==> src/rtl/seq_display_pkg.sv <==
// Shared constants for the scrolling sequence display: segment codes, digit ROM, direction encoding.
// Pure constants, no timing or flow control.
package seq_display_pkg;

  typedef enum logic {
    UP   = 1'b0,
    DOWN = 1'b1
  } dir_e;

  // Active-low, bit order {g,f,e,d,c,b,a}
  localparam logic [6:0] SEG_LUT [16] = '{
    7'b1000000, 7'b1111001, 7'b0100100, 7'b0110000,
    7'b0011001, 7'b0010010, 7'b0000010, 7'b1111000,
    7'b0000000, 7'b0010000, 7'b0001000, 7'b0000011,
    7'b1000110, 7'b0100001, 7'b0000110, 7'b0001110
  };

  localparam logic [3:0] SEQ_ROM [16] = '{
    4'd3, 4'd1, 4'd4, 4'd1, 4'd5, 4'd9, 4'd2, 4'd6,
    4'd5, 4'd3, 4'd5, 4'd8, 4'd9, 4'd7, 4'd9, 4'd3
  };

endpackage

==> src/rtl/hex_to_seg7.sv <==
// Nibble to active-low seven-segment decoder; purely combinational, zero latency,
// no flow control.
module hex_to_seg7
  import seq_display_pkg::*;
(
  input  logic [3:0] nib,
  output logic [6:0] seg
);

  assign seg = SEG_LUT[nib];

endmodule

==> src/rtl/seq_scroll_display.sv <==
// Steps an index through the digit ROM (wrap or ping-pong, prescaled) and shows a scrolling
// N-digit window; idx, wrap and hex are all registered on the same edge, no backpressure.
module seq_scroll_display
  import seq_display_pkg::*;
#(
  parameter int N_DIGITS = 1,
  parameter int SEQ_LEN  = 5,
  parameter int TICK_DIV = 1,
  parameter int IDXW     = (SEQ_LEN > 1) ? $clog2(SEQ_LEN) : 1
) (
  input  logic                  clk,
  input  logic                  reset,
  input  logic                  en,
  input  logic                  dir,
  input  logic                  bounce,
  input  logic                  load,
  input  logic [IDXW-1:0]       load_idx,
  output logic [IDXW-1:0]       idx,
  output logic                  wrap,
  output logic [7*N_DIGITS-1:0] hex
);

  localparam int TW = (TICK_DIV > 1) ? $clog2(TICK_DIV) : 1;
  localparam int AW = IDXW + 1;
  localparam logic [TW-1:0]   TICK_LAST = TW'(TICK_DIV - 1);
  localparam logic [IDXW-1:0] LAST      = IDXW'(SEQ_LEN - 1);
  // Reversal targets collapse to 0 for a one-entry sequence
  localparam logic [IDXW-1:0] REV_DOWN  = IDXW'((SEQ_LEN > 1) ? SEQ_LEN - 2 : 0);
  localparam logic [IDXW-1:0] REV_UP    = IDXW'((SEQ_LEN > 1) ? 1 : 0);

  logic [TW-1:0]         tick, tick_nxt;
  dir_e                  bdir, bdir_nxt;
  logic [IDXW-1:0]       idx_nxt, win_idx;
  logic                  wrap_nxt, step, at_last, at_first;
  logic [7*N_DIGITS-1:0] seg_nxt;

  always_comb begin
    step     = en && (tick == TICK_LAST);
    at_last  = (idx == LAST);
    at_first = (idx == '0);
    tick_nxt = tick;
    idx_nxt  = idx;
    bdir_nxt = bdir;
    wrap_nxt = 1'b0;
    if (load) begin
      idx_nxt  = (load_idx > LAST) ? LAST : load_idx;
      tick_nxt = '0;
    end else begin
      if (!bounce) begin
        bdir_nxt = dir ? DOWN : UP;
      end
      if (en) begin
        tick_nxt = step ? '0 : tick + TW'(1);
      end
      if (step) begin
        if (!bounce) begin
          if (!dir) begin
            idx_nxt  = at_last ? '0 : idx + IDXW'(1);
            wrap_nxt = at_last;
          end else begin
            idx_nxt  = at_first ? LAST : idx - IDXW'(1);
            wrap_nxt = at_first;
          end
        end else if (bdir == UP) begin
          if (at_last) begin
            idx_nxt  = REV_DOWN;
            bdir_nxt = DOWN;
            wrap_nxt = 1'b1;
          end else begin
            idx_nxt  = idx + IDXW'(1);
          end
        end else begin
          if (at_first) begin
            idx_nxt  = REV_UP;
            bdir_nxt = UP;
            wrap_nxt = 1'b1;
          end else begin
            idx_nxt  = idx - IDXW'(1);
          end
        end
      end
    end
  end

  // Window is decoded from the index that will be registered, so hex never lags idx
  assign win_idx = reset ? '0 : idx_nxt;

  for (genvar k = 0; k < N_DIGITS; k++) begin : g_digit
    localparam int OFF = (N_DIGITS - 1 - k) % SEQ_LEN;
    logic [AW-1:0] sum;
    logic [AW-1:0] addr;
    assign sum  = {1'b0, win_idx} + AW'(OFF);
    assign addr = (sum >= AW'(SEQ_LEN)) ? sum - AW'(SEQ_LEN) : sum;
    hex_to_seg7 u_seg (
      .nib (SEQ_ROM[4'(addr)]),
      .seg (seg_nxt[7*k +: 7])
    );
  end

  always_ff @(posedge clk) begin
    if (reset) begin
      tick <= '0;
      idx  <= '0;
      bdir <= UP;
      wrap <= 1'b0;
    end else begin
      tick <= tick_nxt;
      idx  <= idx_nxt;
      bdir <= bdir_nxt;
      wrap <= wrap_nxt;
    end
    hex <= seg_nxt;
  end

endmodule

==> config.mk <==
export PLATFORM = sky130hd
export DESIGN_NAME = seq_scroll_display
export DESIGN_NICKNAME = d
export VERILOG_FILES = /design/src/rtl/seq_display_pkg.sv /design/src/rtl/hex_to_seg7.sv /design/src/rtl/seq_scroll_display.sv
export SDC_FILE = /design/constraint.sdc
export NUM_CORES = 1
export LEC_CHECK = 0
export ABC_AREA = 0
export BUFFER_PORTS_ARGS = -buffer_cell sky130_fd_sc_hd__clkbuf_2
export CELL_PAD_IN_SITES_DETAIL_PLACEMENT = 0
export CELL_PAD_IN_SITES_GLOBAL_PLACEMENT = 1
export CORE_ASPECT_RATIO = 1.4
export CORE_MARGIN = 1.5
export CORE_UTILIZATION = 46
export CTS_BUF_LIST = sky130_fd_sc_hd__clkbuf_16
export CTS_CLUSTER_DIAMETER = 50
export CTS_CLUSTER_SIZE = 25
export DETAILED_ROUTE_END_ITERATION = 6
export HOLD_SLACK_MARGIN = 0.1
export PLACE_DENSITY_LB_ADDON = 0.1
export SLEW_MARGIN = 30
export SYNTH_ARGS = -nofsm -noshare
export SYNTH_HDL_FRONTEND = slang
export SYNTH_SLANG_ARGS = --single-unit
==> constraint.sdc <==
create_clock -name clk -period 9.3 [get_ports clk]
set_input_delay 1.86 -clock clk [delete_from_list [all_inputs] [get_ports clk]]
set_output_delay 1.86 -clock clk [all_outputs]
set_load 0.02 [all_outputs]
### After elaboration in Yosys (flattened, before gate mapping)

Memories as Yosys holds them, arrays and structs flattened. A register that Yosys moved wholly into a read port is not among the register bits.
Cells that the tools add are included.

* input bits: 9
* latch bits: 0
* memories kept: 2
* bits in writable memories: 0
* word-level logic and storage cells: 49
* bits in registers: 6
* bits in read-only memories: 176

* mux-type cells: 27
* shift-type cells: 0
* bitwise gates (word level): 4
* div/mod/pow operators: 0
* equality and inequality tests: 1
* reduce and logical (&&, ||, !) cells: 4
* multiply operators: 0
* $add $sub $neg: 4
* $lt $le $gt $ge: 3

Memory list
* (name not given): depth 16, bits a word 7, rd ports 1, clocked after memory_dff 1, wr ports 0, RTL line hex_to_seg7.sv:10 `assign seg = SEG_LUT[nib];`
* (name not given): depth 16, bits a word 4, rd ports 1, clocked after memory_dff 0, wr ports 0, RTL line seq_scroll_display.sv:95 `.nib (SEQ_ROM[4'(addr)]),`

Operator list (count)
* two-way mux 3 bit: 11
* two-way mux 1 bit: 13
* two-way mux 4 bit: 3
* inverter 4 -> 5 bit: 2
* greater-or-equal comparator 5 bit, second input constant: 1
* subtractor 3 x 3 -> 4 bit, second input constant: 1
* adder 3 x 1 -> 3 bit, second input constant: 1
* equality test 3 bit, second input constant: 1
* greater-or-equal comparator 3 bit, second input constant: 1
* greater-than comparator 3 bit, second input constant: 1
* logical NOT 3 bit: 1
* OR reduction 3 bit: 1
* subtractor 3 x 1 -> 3 bit, second input constant: 1
* inverter 1 bit: 2
* OR reduction 2 bit: 1
* adder 1 bit, second input constant: 1
* logical AND 1 bit: 1

### Longest topological paths before layout

Gate-level depths: netlist of run 1.

* depth after elaboration: 14
* depth in mapped cells: 24

### Hierarchy

From an unflattened synthesis of run 1, not the netlist that was laid out.

* cell total of the unflattened synthesis: 146
* area total of the unflattened synthesis: 1296.2 um^2

By module, submodules not included
* seq_scroll_display: area an instance 1048.5 um^2, cells an instance 111, instances 1
* hex_to_seg7: area an instance 247.7 um^2, cells an instance 35, instances 1

### Least setup slack after synthesis of run 1

No wires, ideal clock.

* path kind: input to register
* start: input bounce
* end: register hex[6]
* cell stages on the path: 21
* arrival: 5263 ps
* library setup time: 117 ps
* path slack: 3920 ps
* path through: buf_2 > inv_1 > a31oi_1 > o311a_4 > nor2_8 > ha_1 > inv_1 > ha_1 > clkbuf_1 > inv_1 > o21ai_4 > and2_1 > a21oi_1 > inv_1 > ha_1 > a31oi_1 > a32o_1 > inv_1 > ha_1 > mux2_4 > a22o_1

* word-level cells in the longest chain between the ends: 11

RTL lines
* start: declaration: RTL line seq_scroll_display.sv:15 `input logic bounce,`
* two-way mux 3 bit *: RTL line seq_scroll_display.sv:56 `if (!bounce) begin`
* two-way mux 3 bit *: RTL line seq_scroll_display.sv:55 `if (step) begin`
* two-way mux 3 bit *: RTL line seq_scroll_display.sv:45 `if (load) begin`
* two-way mux 3 bit *
* subtractor 3 x 3 -> 4 bit / greater-or-equal comparator 3 bit (equally long branches): RTL line seq_scroll_display.sv:93 `assign addr = (sum >= AW'(SEQ_LEN)) ? sum - AW'(SEQ_LEN) : sum;`
* two-way mux 4 bit *: RTL line seq_scroll_display.sv:93
* inverter 4 -> 5 bit (not written as such) *: RTL line seq_scroll_display.sv:95
* memory read (16 x 4 bit) *
* two-way mux 4 bit (not written as such) * (2 in a row): RTL line seq_scroll_display.sv:95
* inverter 4 -> 5 bit (not written as such) *: RTL line hex_to_seg7.sv:10
* end: declaration: RTL line seq_scroll_display.sv:20 `output logic [7*N_DIGITS-1:0] hex`

Every way passes the cells marked *; elsewhere a longest branch is shown, timed or not. The select of a mux whose other input is x is not followed.
A chain may end at the register's enable or synchronous reset.

### Worst setup path after layout of run 1

* start: input dir
* end: register hex[6]

* word-level cells in the longest chain between the ends: 12

RTL lines
* start: declaration: RTL line seq_scroll_display.sv:14 `input logic dir,`
* two-way mux 3 bit *: RTL line seq_scroll_display.sv:57 `if (!dir) begin`
* two-way mux 3 bit *: RTL line seq_scroll_display.sv:56
* two-way mux 3 bit *: RTL line seq_scroll_display.sv:55
* two-way mux 3 bit *: RTL line seq_scroll_display.sv:45
* two-way mux 3 bit *
* subtractor 3 x 3 -> 4 bit / greater-or-equal comparator 3 bit (equally long branches): RTL line seq_scroll_display.sv:93
* two-way mux 4 bit *: RTL line seq_scroll_display.sv:93
* inverter 4 -> 5 bit (not written as such) *: RTL line seq_scroll_display.sv:95
* memory read (16 x 4 bit) *
* two-way mux 4 bit (not written as such) * (2 in a row): RTL line seq_scroll_display.sv:95
* inverter 4 -> 5 bit (not written as such) *: RTL line hex_to_seg7.sv:10

Marked as above.

==> results of run 1 <==
## how the worst max path moves through the flow
stage	from	to	slack [ps]	depth (start not counted)
floorplan	bounce	hex[6]	3920	21
global route	dir	hex[6]	3270	20
CTS	dir	hex[6]	3680	20
global placement	dir	hex[6]	3560	20
finish	dir	hex[6]	3700	20
detailed placement	dir	hex[6]	3460	20
## routing by layer
| layer | part of all wire | vias to the layer above |
|---|---|---|
| met5 | 0 | - |
| met4 | 0.049 | 0 |
| li1 | - | 670 |
| met3 | 0.050 | 14 |
| met1 | 0.41 | 611 |
| met2 | 0.49 | 50 |
## power by group
part / leakage (nW) / total, W / switching, W / internal, W
combinational: 0.582 / 0.000154 / 0.0000905 / 0.0000630
sequential: 0.108 / 0.0000760 / 0.00000597 / 0.0000701
clock: 0.0423 / 0.0000786 / 0.0000221 / 0.0000565
total: 0.732 / 0.000308 / 0.000119 / 0.000190
## stage by stage
stage	power (W)	worst slack (ps)	util	hold WS [ps]	area [sq um]
3_3_place_gp	0.0002265	3563	0.5273	478.6	1548
3_5_place_dp	0.0002302	3461	0.5273	483.0	1548
4_1_cts	0.0003102	3681	0.5541	495.9	1627
6_report	0.0003081	3698	0.5541	493.2	1627
2_1_floorplan	0.0001963	3920	-	466.5	1449
5_1_grt	0.0003302	3272	0.5541	510.0	1627
## cell usage in the layout (no fill, tap or decap), types with 4 or more instances in the layout
cell      count
clkbuf_2     19
ha_1         17
inv_1        14
nor2_1       14
dfxtp_1      13
nand2_1      12
a21oi_1       9
mux2i_1       6
o21ai_0       5
o211ai_1      4
nor2b_1       4
nor3_1        4
and2_1        4
## flip-flops by register name, summed over array words and instances, names as in the netlist
signal,cells
bdir,1
wrap,1
hex,7
tick,1
idx,3
## final cells by class
| type | instances | area [sq um] | share of cell area |
|---|---|---|---|
| multi-input combinational | 139 | 1087 | 0.6685 |
| sequential | 13 | 260.3 | 0.1600 |
| timing repair buffer | 19 | 95.09 | 0.05846 |
| clock buffer | 3 | 75.07 | 0.04615 |
| inverter | 15 | 58.81 | 0.03615 |
| tap | 37 | 46.29 | 0.02846 |
| clock inverter | 1 | 3.754 | 0.002308 |
## kinds of logic (layout without fill, tap and decap cells)
| family | count (synthesis) | in the layout | share of synthesized area |
|---|---|---|---|
| DFF | 13 | 13 | 0.1796 |
| adders and majority gates | 17 | 17 | 0.1468 |
| buffers and inverters | 22 | 38 | 0.06994 |
| and+or+nand+nor | 54 | 54 | 0.2072 |
| xor gates and xnor gates | 5 | 5 | 0.03023 |
| muxes | 10 | 10 | 0.08031 |
| AOI/OAI and AO/OA | 53 | 53 | 0.2858 |
==> run_results.csv, run 1 <==
group,metric,value,unit
floorplan,die_h,69.41,microns
sta,period_share,0.6023,
clocking,ctsHoldBuffers,0,
sta,fmax,0.1785,GHz
placement,dp_hpwl,2712,microns
yosys,synthTopCellsByArea,"dfxtp_1 18%, ha_1 15%, mux2i_1 4.1%, nor2_1 3.6%, inv_1 3.4%",
sta,worst_slew_pin_slew,467.2,ps
setup_path,cp-end-kind,"flip-flop",
layout,fin_nets,217,
clocking,clockBufferDepth,2,
flow_run,cap_violations,0,
yosys,synth_most_common_cell,"ha_1",
sta,drv_slew,0,
setup_path,critical_path_class,"in -> reg",
setup_path,r2r_cells,19,
floorplan,coreArea,2935,sq um
clocking,root_buffer,"clkbuf_16",
detailed_routing,vias_per_cell,5.925,
setup_path,crit_chain,"clkbuf_2 > xor2_1 > a31oi_1 > o311a_4 > nor2_8 > ha_1 > inv_1 > ha_1 > inv_1 > o21ai_4 > and2_1 > a21oi_1 > inv_1 > ha_1 > a31oi_1 > a32o_1 > inv_1 > ha_1 > mux2_4 > a22o_1",
yosys,synth_cells,174,
clocking,tritoncts,"done",
clocking,cts_made_buffers,3,
sta,rsz0062_at_grt,"false",
global_route,grt_pass1_vias,1344,
yosys,synth_ff_type,"dfxtp_1",
detailed_routing,dr_total_vias,1345,
min_path,worstHoldStart,"tick",
detailed_routing,drt_wl_total,3398,microns
placement,port_buffers,19,
floorplan,initial_core_util,0.4936,
yosys,synth_seq_cells,13,
setup_path,r2r_end,"hex[6]",
power,ir_drop,104.8,uV
min_path,worstHoldPathType,"reg -> reg",
global_route,use_met1,0.2377,
power,powerDensity,189.4,nW/um^2
min_path,hold_path_depth,1,
min_path,hold_path_end,"tick",
sta,finalHoldViolCount,0,
setup_path,worstPathRequired,9430,ps
floorplan,num_rows,23,
floorplan,io_pins,20,
sta,skew,2.053,ps
setup_path,slowest_stage,"o311a_4",
global_route,grt_util_met3,0.03017,
clocking,cts_sinks,13,
sta,slew-limit-headroom,0.6881,
setup_path,r2r_start,"idx[2]",
sta,period_minus_slack,5602,ps
setup_path,cp-start-kind,"primary input",
clocking,path_clk_slew,40,ps
global_route,grt_overflow,0,
detailed_routing,drc,0,
detailed_routing,drt_pass1_iterations,4,
detailed_routing,antenna_left,0,
setup_path,max_stage_delay,400,ps
yosys,synth.cells.most_frequent,"17 x ha_1, 14 x nor2_1, 13 x dfxtp_1, 13 x inv_1, 12 x nand2_1",
global_route,grtUsageMet2,0.3567,
layout,fill_cells,288,
floorplan,die_w,50.43,microns
sta,setup_tns,0,ps
setup_path,reg2reg_slack,4840,ps
sta,setup_violations,0,
layout,drive_gt1_frac,0.1895,
yosys,syn_area,1449,sq um
yosys,syn_nets,200,
layout,diodes,0,
layout,area_growth,12.26,%
clocking,h-tree-depth,1,
clocking,ctsResizeCount,0,
global_route,antenna_found_initial,0,
clocking,worstSkewPairLatency,240,ps
global_route,busiest_layer,"met2",
yosys,synth_top_area_frac,0.1796,
yosys,async_flop_share,0,
detailed_routing,wl_per_cell,14.97,microns
global_route,grt_pass1_wl,5837,microns
clocking,cts_setup_buffers,0,
layout,fin_cells,227,
detailed_routing,drtIter0Drc,42,
placement,gp_congestion,0.9391,
yosys,synth_seq_area_share,0.1796,
yosys,synth_edf_count,0,
yosys,synth_top_area_cell,"dfxtp_1",
setup_path,cp_data_arrival_time,5730,ps
setup_path,path_delay_family,"compound AO/OA/AOI/OAI gates",
global_route,gr-usage-all-layers,0.2114,
yosys,ys_types,56,
setup_path,critPathBufInv,5,
power,p_leak,0.7319,nW
yosys,synth_warnings,0,
run_status,status,"finished clean",
floorplan,dieArea,3500,sq um
placement,dp.cells,223,
global_route,grt_start_max_net_pins,14,
setup_path,critPathMaxFanout,10,
yosys,syn_area_per_cell,8.327,sq um
No activity file was read; power rests on OpenSTA's default activity.
==> run 2: changes to the inputs <==
- ABC_AREA: 0 -> 1
- CORE_UTILIZATION: 46 -> 35
- clock period: 9.3 -> 4.6 ns (I/O delays scaled with it)
==> run_results.csv, run 2 <==
group,metric,value,unit
run_status,status,"finished clean",
power,ir_drop,265.6,uV
layout,fin_cells,279,
setup_path,crit_path_frequent_cell,"nand2_1",
sta,rsz0062_at_grt,"false",
yosys,synth_warnings,0,
power,powerDensity,384.7,nW/um^2
clocking,cts_setup_buffers,0,
floorplan,num_rows,26,
global_route,grt_pass1_wl,4740,microns
sta,drv_slew,0,
yosys,syn_area_per_cell,6.192,sq um
yosys,synth_cells,214,
layout,regMostFlops,"hex",
yosys,synth_ff_type,"dfxtp_1",
layout,stdcell_area,1551,sq um
sta,finalHoldViolCount,0,
layout,final_common_cell,"nand2_1",
sta,setup_tns,0,ps
clocking,worstSkewPairLatency,240,ps
setup_path,max_stage_delay,250,ps
setup_path,cp_data_arrival_time,3950,ps
floorplan,die_h,75.80,microns
clocking,cts_made_buffers,3,
global_route,grt_pass1_vias,1170,
setup_path,path_delay_family,"simple AND/OR/NAND/NOR gates",
clocking,ctsHoldBuffers,0,
yosys,ys_types,20,
setup_path,slowest_stage,"ha_1",
detailed_routing,dr_total_vias,1289,
yosys,synth.cells.most_frequent,"75 x nand2_1, 32 x inv_1, 23 x nand3_1, 17 x ha_1",
sta,period_minus_slack,3763,ps
yosys,syn_nets,240,
placement,port_buffers,19,
floorplan,io_pins,20,
sta,skew,1.924,ps
clocking,root_buffer,"clkbuf_16",
placement,gp_congestion,0.8009,
detailed_routing,drtIter0Drc,28,
setup_path,cp-end-kind,"flip-flop",
placement,dp_hpwl,2660,microns
detailed_routing,drt_pass1_iterations,4,
yosys,syn_area,1325,sq um
global_route,antenna_found_initial,0,
clocking,path_clk_slew,40,ps
setup_path,critPathMaxFanout,6,
setup_path,reg2reg_slack,900,ps
setup_path,cp-start-kind,"primary input",
clocking,clockBufferDepth,2,
sta,period_share,0.8181,
setup_path,worstPathRequired,4780,ps
detailed_routing,wl_per_cell,10.73,microns
floorplan,coreArea,3643,sq um
detailed_routing,drc,0,
detailed_routing,antenna_left,0,
yosys,async_flop_share,0,
sta,worst_slew_pin_slew,290.7,ps
yosys,synth_most_common_cell,"nand2_1",
layout,area_growth,17.09,%
power,total_power,0.0005969,W
sta,setup_violations,0,
detailed_routing,vias_per_cell,4.620,
clocking,ctsResizeCount,0,
yosys,synthTopCellsByArea,"nand2_1 21%, dfxtp_1 20%, ha_1 16%, inv_1 9.1%, nand3_1 8.7%",
sta,fmax,0.2657,GHz
yosys,synth_top_area_frac,0.2125,
flow_run,cap_violations,0,
global_route,gr-usage-all-layers,0.1542,
floorplan,initial_core_util,0.3637,
clocking,h-tree-depth,1,
detailed_routing,drt_wl_total,2993,microns
global_route,grt_overflow,0,
layout,fin_nets,264,
layout,final_cell_mix,"75 x nand2_1, 33 x inv_1, 23 x nand3_1",
placement,dp.cells,275,
yosys,synth_edf_count,0,
global_route,grt_start_max_net_pins,10,
setup_path,critPathBufInv,7,
yosys,synth_seq_cells,13,
clocking,cts_sinks,13,
floorplan,die_w,55,microns
layout,largest_reg_flops,7,
min_path,worstHoldPathType,"reg -> reg",
power,p_leak,0.9038,nW
clocking,tritoncts,"done",
yosys,synth_top_area_cell,"nand2_1",
layout,drive_gt1_frac,0.2278,
layout,diodes,0,
setup_path,critical_path_class,"in -> reg",
yosys,synth_seq_area_share,0.1964,
sta,slew-limit-headroom,0.8055,
layout,top_regs,"hex x7, idx x3",
placement,place_area,1473,sq um
floorplan,dieArea,4169,sq um
==> run 2: cell count changes after synthesis, sizes merged, moves of 4 or more <==
cell	previous run	this run
inv	15	37
mux2i	6	0
nand2	13	92
and2	4	0
nor2b	4	0
o21ai	8	2
o211ai	4	0
nand3	2	27
buf	4	0
mux2	4	0
==> run 2: power breakdown <==
part / switching (W) / total (W) / internal (W)
registers: 0.0000105 / 0.000153 / 0.000143
logic: 0.000192 / 0.000285 / 0.0000935
clock network: 0.0000443 / 0.000159 / 0.000114
==> run 2: cell type report <==
cell class	instances	area (sq um)
Inverter	37	141.4
Tap cell	42	52.55
Sequential cell	13	260.3
Multi-Input combinational cell	164	923.4
Clock inverter	1	3.754
Timing Repair Buffer	19	95.09
Fill cell	408	2092
Clock buffer	3	75.07
==> run 2: final timing paths <==
check / startpoint / to / depth (start not counted)
max: bounce / hex[3] / 29
min: tick / tick / 2
max reg2reg: idx[0] / hex[3] / 30
min reg2reg: tick / tick / 2
==> run 2: cell families after synthesis <==
kind of cell | share of synthesized area
simple gates | 0.4787
buf+inv | 0.1067
fa+ha+maj | 0.1605
flops | 0.1964
compound gates | 0.05761
==> run 2: per-layer routing <==
metal	GRT usage	wire, microns	up-vias
met5	0	0	-
met4	0.04065	21	0
met3	0.01569	49	2
met2	0.3254	1730	15
met1	0.1473	1191	567
li1	-	-	705
==> run 2: metrics by stage <==
step           setup WS, ps    util  hold slack (ps)
2_1_floorplan          1155       -            421.3
3_3_place_gp          652.8  0.4042            432.0
3_5_place_dp          572.0  0.4042            438.7
6_report              836.7  0.4258            443.9
4_1_cts               808.3  0.4258            446.0
5_1_grt               487.8  0.4258            485.8
==> run 2: worst min-delay path: stages (launching register included) <==
cell	delay (ps)
dfxtp_1	290
inv_1	60
nor3_1	50
==> run 3: changes to the inputs <==
- clock period: 4.6 -> 3.4 ns (I/O delays scaled with it)
==> run_results.csv, run 3 (same netlist as run 2, synthesis figures left out) <==
group,metric,value,unit
layout,fin_nets,303,
power,ir_drop,299.9,uV
detailed_routing,drc,0,
clocking,clockBufferDepth,2,
clocking,root_buffer,"clkbuf_16",
detailed_routing,drt_pass1_iterations,4,
floorplan,dieArea,4169,sq um
setup_path,slowest_stage,"ha_1",
detailed_routing,drt_wl_total,3407,microns
detailed_routing,wl_per_cell,10.71,microns
clocking,h-tree-depth,1,
sta,finalHoldViolCount,0,
power,total_power,0.0009222,W
setup_path,cp-end-kind,"flip-flop",
setup_path,max_stage_delay,210,ps
setup_path,reg2reg_slack,290,ps
sta,worst_slew_pin_slew,312.5,ps
detailed_routing,drtIter0Drc,38,
layout,top_regs,"hex x7, idx x3",
sta,setup_violations,0,
layout,largest_reg_flops,7,
floorplan,die_w,55,microns
detailed_routing,vias_per_cell,4.531,
sta,slew-limit-headroom,0.7909,
layout,stdcell_area,1949,sq um
global_route,grt_overflow,0,
sta,period_minus_slack,3115,ps
power,powerDensity,473.1,nW/um^2
global_route,grt_start_max_net_pins,10,
layout,area_growth,47.12,%
setup_path,cp_data_arrival_time,3300,ps
sta,period_share,0.9162,
detailed_routing,dr_total_vias,1441,
setup_path,critPathMaxFanout,5,
setup_path,crit_path_frequent_cell,"nand2_1",
clocking,cts_made_buffers,3,
setup_path,worstPathRequired,3580,ps
flow_run,cap_violations,0,
min_path,hold_path_depth,2,
layout,diodes,0,
clocking,worstSkewPairLatency,240,ps
layout,fin_cells,318,
min_path,hold_path_end,"tick",
placement,dp.cells,312,
min_path,worstHoldPathType,"reg -> reg",
placement,gp_congestion,0.7710,
sta,skew,2.011,ps
floorplan,coreArea,3643,sq um
setup_path,critical_path_class,"in -> reg",
run_status,status,"finished clean",
setup_path,r2r_end,"hex[5]",
setup_path,r2r_start,"idx[0]",
sta,drv_slew,0,
setup_path,r2r_cells,32,
floorplan,num_rows,26,
placement,place_area,1750,sq um
global_route,gr-usage-all-layers,0.1703,
global_route,antenna_found_initial,0,
power,p_leak,1.082,nW
floorplan,initial_core_util,0.3637,
clocking,cts_sinks,13,
sta,fmax,0.3210,GHz
min_path,worstHoldStart,"tick",
setup_path,cp-start-kind,"primary input",
placement,pre_cts_ws,-252.9,ps
global_route,grt_pass1_vias,1366,
global_route,grt_pass1_wl,5354,microns
placement,dp_hpwl,2905,microns
layout,final_common_cell,"nand2_1",
placement,port_buffers,19,
clocking,path_clk_slew,40,ps
detailed_routing,antenna_left,0,
layout,finish.utilization,0.5350,
floorplan,die_h,75.80,microns
layout,final_cell_mix,"67 x nand2_1, 39 x buf_4, 25 x inv_1",
sta,final.setup.worst_slack,285.1,ps
layout,drive_gt1_frac,0.4348,
floorplan,io_pins,20,
clocking,tritoncts,"done",
layout,regMostFlops,"hex",
run 3: cell count changes in the layout (fill, tap and decap cells not counted), moves of 2 or more:
| cell | before | now |
|---|---|---|
| buf_4 | 0 | 39 |
| dfxtp_1 | 13 | 11 |
| dfxtp_2 | 0 | 2 |
| ha_1 | 17 | 10 |
| ha_2 | 0 | 4 |
| ha_4 | 0 | 3 |
| inv_1 | 33 | 25 |
| inv_2 | 4 | 9 |
| inv_4 | 1 | 4 |
| nand2_1 | 75 | 67 |
| nand2_2 | 13 | 18 |
| nand2_4 | 4 | 7 |
run 3: metrics by stage:
step | TNS [ps] | hold slack [ps]
3_5_place_dp | -1422 | 442.6
4_1_cts | 0 | 448.9
2_1_floorplan | 0 | 421.3
3_3_place_gp | -648.6 | 429.4
6_report | 0 | 450.5
5_1_grt | -21.49 | 492.8
run 3: layer usage:
metal  vias up  track usage  wire length, microns
met1       635       0.1712                  1318
li1        781            -                     -
met5         -            0                     0
met2        21       0.3532                  1954
met3         4     0.009804                    86
met4         0      0.04878                    46
run 3: critical path: cells and delay by family:
| kind | cells | cell delay [ps] |
|---|---|---|
| adder cells (fa/ha/maj) | 4 | 690 |
| buffers and inverters | 8 | 570 |
| AND/OR/NAND/NOR | 21 | 1360 |
run 3: report_power, final:
part,internal [W],switching (W),total (W)
combinational,0.000206,0.000297,0.000503
sequential,0.000193,0.0000140,0.000207
clock,0.000154,0.0000577,0.000212
run 3: cell type report:
cell class / instances / area (sq um)
clock buffer: 3 / 75.07
fill: 371 / 1694
inverter: 37 / 148.9
clock inverter: 1 / 3.754
tap: 42 / 52.55
multi-input combinational: 164 / 1018
timing repair buffer: 58 / 387.9
sequential: 13 / 262.8
run 3: timing repair:
action | CTS | global route
setup buffers | 0 | 2
hold buffers | 0 | 0
gates resized for setup | 7 | 29
pin swaps | 0 | 6
setup endpoints to repair | 7 | 7
run 3: how the worst max path moves through the flow:
stage	startpoint	to	slack [ps]
floorplan	idx[0]	hex[3]	40
global placement	bounce	hex[3]	-140
detailed placement	bounce	hex[3]	-250
CTS	idx[1]	hex[3]	8
global route	bounce	hex[6]	-20
finish	bounce	hex[5]	290
